===== src/rtl/fixed_to_bcd_pkg.sv =====
// Shared types and constants for the fixed-point to BCD display converter.
package fixed_to_bcd_pkg;

    typedef enum logic [1:0] {
        IDLE = 2'd0,
        CONV = 2'd1,
        OUT  = 2'd2
    } state_t;

    localparam int BCD_W          = 4;
    localparam int DEFAULT_INT_W  = 2;
    localparam int DEFAULT_FRAC_W = 16;

endpackage


===== src/rtl/frac_mul10.sv =====
// One multiply-by-10 step: the carry out of the fraction is the next decimal digit.
module frac_mul10
    import fixed_to_bcd_pkg::*;
#(
    parameter int FRAC_W = DEFAULT_FRAC_W
) (
    input  logic [FRAC_W-1:0] f,
    output logic [BCD_W-1:0]  digit,
    output logic [FRAC_W-1:0] f_next
);

    logic [FRAC_W+3:0] f_ext;
    logic [FRAC_W+3:0] p;

    // 10*F as 8*F + 2*F; F < 2^FRAC_W keeps the top nibble in 0..9
    always_comb begin
        f_ext  = {4'b0000, f};
        p      = (f_ext << 3) + (f_ext << 1);
        digit  = p[FRAC_W+3:FRAC_W];
        f_next = p[FRAC_W-1:0];
    end

endmodule


===== src/rtl/fixed_to_bcd.sv =====
// Captures a 2.16 fixed-point result and converts it to BCD digits for the display.
module fixed_to_bcd
    import fixed_to_bcd_pkg::*;
#(
    parameter int INT_W       = DEFAULT_INT_W,
    parameter int FRAC_W      = DEFAULT_FRAC_W,
    parameter int FRAC_DIGITS = 4
) (
    input  logic                         clk,
    input  logic                         rst,
    input  logic                         done_in,
    input  logic [INT_W-1:0]             intpart,
    input  logic [FRAC_W-1:0]            fracpart,
    output logic                         busy,
    output logic                         valid,
    output logic [BCD_W-1:0]             int_digit,
    output logic [BCD_W*FRAC_DIGITS-1:0] frac_digits,
    output logic                         overrun
);

    localparam int CNT_W  = $clog2(FRAC_DIGITS + 1);
    localparam int WORK_W = BCD_W * FRAC_DIGITS;

    state_t state;
    state_t next_state;

    logic [INT_W-1:0]        int_r;
    logic [FRAC_W-1:0]       f_r;
    logic [FRAC_W-1:0]       f_next;
    logic [BCD_W-1:0]        digit;
    logic [CNT_W-1:0]        cnt;
    logic [WORK_W-1:0]       work;
    logic [WORK_W-1:0]       work_next;
    logic [WORK_W+BCD_W-1:0] shifted;

    logic capture;
    logic step;
    logic last_step;
    logic overrun_set;

    frac_mul10 #(
        .FRAC_W (FRAC_W)
    ) u_mul10 (
        .f      (f_r),
        .digit  (digit),
        .f_next (f_next)
    );

    always_comb begin
        shifted   = {work, digit};
        work_next = shifted[WORK_W-1:0];
    end

    always_ff @(posedge clk or negedge rst) begin
        if (!rst) begin
            state <= IDLE;
        end else begin
            state <= next_state;
        end
    end

    always_comb begin
        next_state  = state;
        capture     = 1'b0;
        step        = 1'b0;
        last_step   = (cnt == CNT_W'(FRAC_DIGITS - 1));
        overrun_set = 1'b0;
        case (state)
            IDLE: begin
                if (done_in) begin
                    capture    = 1'b1;
                    next_state = CONV;
                end
            end
            CONV: begin
                step        = 1'b1;
                overrun_set = done_in;
                if (last_step) begin
                    next_state = OUT;
                end
            end
            OUT: begin
                if (done_in) begin
                    capture    = 1'b1;
                    next_state = CONV;
                end else begin
                    next_state = IDLE;
                end
            end
            default: next_state = IDLE;
        endcase
    end

    // Display registers load on the final step edge so they are visible alongside valid in OUT
    always_ff @(posedge clk or negedge rst) begin
        if (!rst) begin
            int_r       <= '0;
            f_r         <= '0;
            cnt         <= '0;
            work        <= '0;
            overrun     <= 1'b0;
            busy        <= 1'b0;
            valid       <= 1'b0;
            int_digit   <= '0;
            frac_digits <= '0;
        end else begin
            busy  <= (next_state != IDLE);
            valid <= (next_state == OUT);
            if (capture) begin
                int_r   <= intpart;
                f_r     <= fracpart;
                cnt     <= '0;
                work    <= '0;
                overrun <= 1'b0;
            end else begin
                if (overrun_set) begin
                    overrun <= 1'b1;
                end
                if (step) begin
                    f_r  <= f_next;
                    cnt  <= cnt + CNT_W'(1);
                    work <= work_next;
                    if (last_step) begin
                        frac_digits <= work_next;
                        int_digit   <= {{(BCD_W-INT_W){1'b0}}, int_r};
                    end
                end
            end
        end
    end

endmodule


===== config.mk =====
export PLATFORM = sky130hd
export DESIGN_NAME = fixed_to_bcd
export DESIGN_NICKNAME = d
export VERILOG_FILES = /design/src/rtl/fixed_to_bcd_pkg.sv /design/src/rtl/frac_mul10.sv /design/src/rtl/fixed_to_bcd.sv
export SDC_FILE = /design/constraint.sdc
export NUM_CORES = 1
export LEC_CHECK = 0
export BUFFER_PORTS_ARGS = -buffer_cell sky130_fd_sc_hd__buf_4
export CAP_MARGIN = 20
export CORE_MARGIN = 3
export CORE_UTILIZATION = 50
export DETAILED_ROUTE_END_ITERATION = 7
export HOLD_SLACK_MARGIN = 0.1
export PLACE_DENSITY = 0.73
export SLEW_MARGIN = 20
export SYNTH_ARGS = -nofsm -noshare
export SYNTH_HDL_FRONTEND = slang
export SYNTH_HIERARCHICAL = 1
export SYNTH_SLANG_ARGS = --single-unit

===== constraint.sdc =====
create_clock -name clk -period 2.58 [get_ports clk]
set_clock_uncertainty 0.1 [all_clocks]
set_input_delay 0.516 -clock clk [delete_from_list [all_inputs] [get_ports clk]]
set_output_delay 0.516 -clock clk [all_outputs]
set_load 0.02 [all_outputs]

==> results_dict.tcl <==
set metrics [dict create \
    grt_pass1_vias 2484 \
    drt_pass1_iterations 4 \
    port-buffer-count 41 \
    clk_latency_ns 0.31 \
    rsz0062_at_grt "yes" \
    routed_via_density 5.77 \
    die_h_um 88.7 \
    synth_flop_cell "dfrtp_1" \
    worstMarginPinSlew_ns 1.03 \
    nNetsFinal 384 \
    finalCritPeriodShare 1.05 \
    final_cells 424 \
    routed-via-count 2448 \
    postSynth.asyncResetShare 1.00 \
    cts_max_path_buffers 2 \
    syn_area_per_cell_um2 11.9 \
    diodes 0 \
    cts_tree "done" \
    finalSetupViolations 4 \
    synth-seq-cells 56 \
    ys_top_cells_by_area "dfrtp_1, mux2i_1, mux2_2" \
    synth_top_area_frac 0.410 \
    ys_types 45 \
    initial_core_util 0.526 \
    gp_congestion 0.899 \
    relSlewSlack 0.312 \
    yosysTopAreaCell "dfrtp_1" \
    run_status "complete, but fails checks" \
    synth_edf_count 0 \
    rows 29 \
    maxCapViolations 0 \
    numClockSinks 56 \
    hold_path.class "in -> async" \
    grt.total_usage 0.189 \
    crit_required_ns 2.69 \
    io_pins 44 \
    nFillCells 530 \
    cp-start-kind "flop" \
    area_growth_pct 19.2 \
    clock-root-buffer "clkbuf_8" \
    setup_slack_ns -0.136 \
    wirelength_um 6950 \
    path_max_fanout 2 \
    r2r_start "f_r[2]" \
    end_kind "flop" \
    grt_pass1_wl_um 11800 \
    fmax_mhz 368 \
    clkSlewWorstSetupHoldPaths_ns 0.10 \
    drt_iter0_drc 130 \
    fp.dieArea_mm2 0.00786 \
    min_period_ns 2.72 \
    yosysMostFrequentCell "dfrtp_1" \
    grt_overflow 0 \
    synthCells 286 \
    wire_per_inst_um 16.4 \
    ys_seq_area_frac 0.410 \
    grt_max_degree 57 \
    final.setup.tns_ns -0.332 \
    failed_checks "setup timing" \
    core_area_mm2 0.00649 \
    drive_above_1_share 0.369 \
    critPathArrivalTime_ns 2.82 \
    utilization 0.627 \
    r2r_cells 9 \
    hold_viol_final 0 \
    htreeDepth 2 \
    yosysWarningCount 6 \
    drc 0 \
    antenna_found_initial 0 \
    synthTopCellsByCount "dfrtp_1, mux2i_1, mux2_2, ha_1, a22o_1" \
    die_width_um 88.7 \
    crit_type "reg -> reg" \
    cp-startpoint "f_r[2]" \
    cts_made_buffers 5 \
    syn_area_mm2 0.00342 \
    dp.cells 411 \
    place_hpwl_um 4780 \
    drv_slew 0 \
    detail-route-antenna-nets 0 \
]
## sequential cells by signal, indices dropped and copies added (netlist names)
name,count
cnt,3
overrun,1
work,12
f_r,16
frac_digits,16
valid,1
int_r,2
busy,1
int_digit,2
state,2
## per-layer routing
layer / up-vias / GRT usage / wire (um)
met4: 0 / 0.0632 / 121
li1: 1163 / - / -
met5: - / 0 / 0
met2: 48 / 0.322 / 3490
met3: 11 / 0.0307 / 191
met1: 1226 / 0.245 / 3150
## worst paths after layout
path	endpoint	slack, ns
worst max-delay path	work[3]	-0.14
worst min-delay path	frac_digits[7]	0.14
worst max register to register	work[3]	-0.14
worst min register to register	overrun	0.41
max in group asynchronous	f_r[10]	1.72
min in group clk	int_r[0]	0.34
## timing repair
| item | 4_1_cts | 5_1_grt |
|---|---|---|
| hold buffers | 0 | 0 |
| setup buffers | 1 | 4 |
| gates cloned | 0 | 0 |
| endpoints found under the setup margin | 2 | 8 |
| gates resized for setup | 1 | 15 |
| pin swaps | 5 | 7 |
## cell usage in the layout, fill, tap and decap left out, types with 6 or more instances in the layout
master    count
buf_4        66
dfrtp_1      55
mux2i_1      49
mux2_2       23
a22o_1       14
ha_1         12
mux2_4       11
nand2_1       9
a21oi_1       9
nor2_1        8
xnor2_1       8
nand2b_1      6
## cell families after synthesis
| group | synth area share |
|---|---|
| AO/OA/AOI/OAI | 0.107 |
| AND/OR/NAND/NOR | 0.0722 |
| flip-flops | 0.410 |
| multiplexers | 0.266 |
| other | 0.00220 |
| buffers and inverters | 0.0451 |
| XOR/XNOR | 0.0333 |
| adder cells (fa/ha/maj) | 0.0645 |
## critical path, cell delays in order (launching register included)
cell      delay, ns
dfrtp_1        0.40
ha_2           0.20
fa_2           0.34
a21o_1         0.19
a221oi_2       0.28
o21ai_1        0.11
a221o_1        0.34
and3_4         0.20
mux2_2         0.26
a22o_1         0.19
## area by class of cell
class,count,area (um^2),share of cell area
repair buffers,69,529,0.130
inverters,5,18.8,0.00461
well taps,77,96.3,0.0237
clock buffers,6,72.6,0.0178
flip-flops and latches,56,1400,0.344
multi-input cells,209,1940,0.476
clock inverters,2,16.3,0.00399
## through the flow
step | cell area, um^2 | setup WS [ns] | hold slack (ns)
2_1_floorplan | 3420 | -0.110 | 0.120
6_report | 4070 | -0.136 | 0.140
3_3_place_gp | 3870 | -0.0972 | 0.389
5_1_grt | 4070 | -0.229 | 0.187
4_1_cts | 3970 | -0.131 | 0.170
3_5_place_dp | 3870 | -0.127 | 0.397
Power is not shown: default switching activity piles up to over one toggle a cycle in this logic, so the estimate is an artifact.
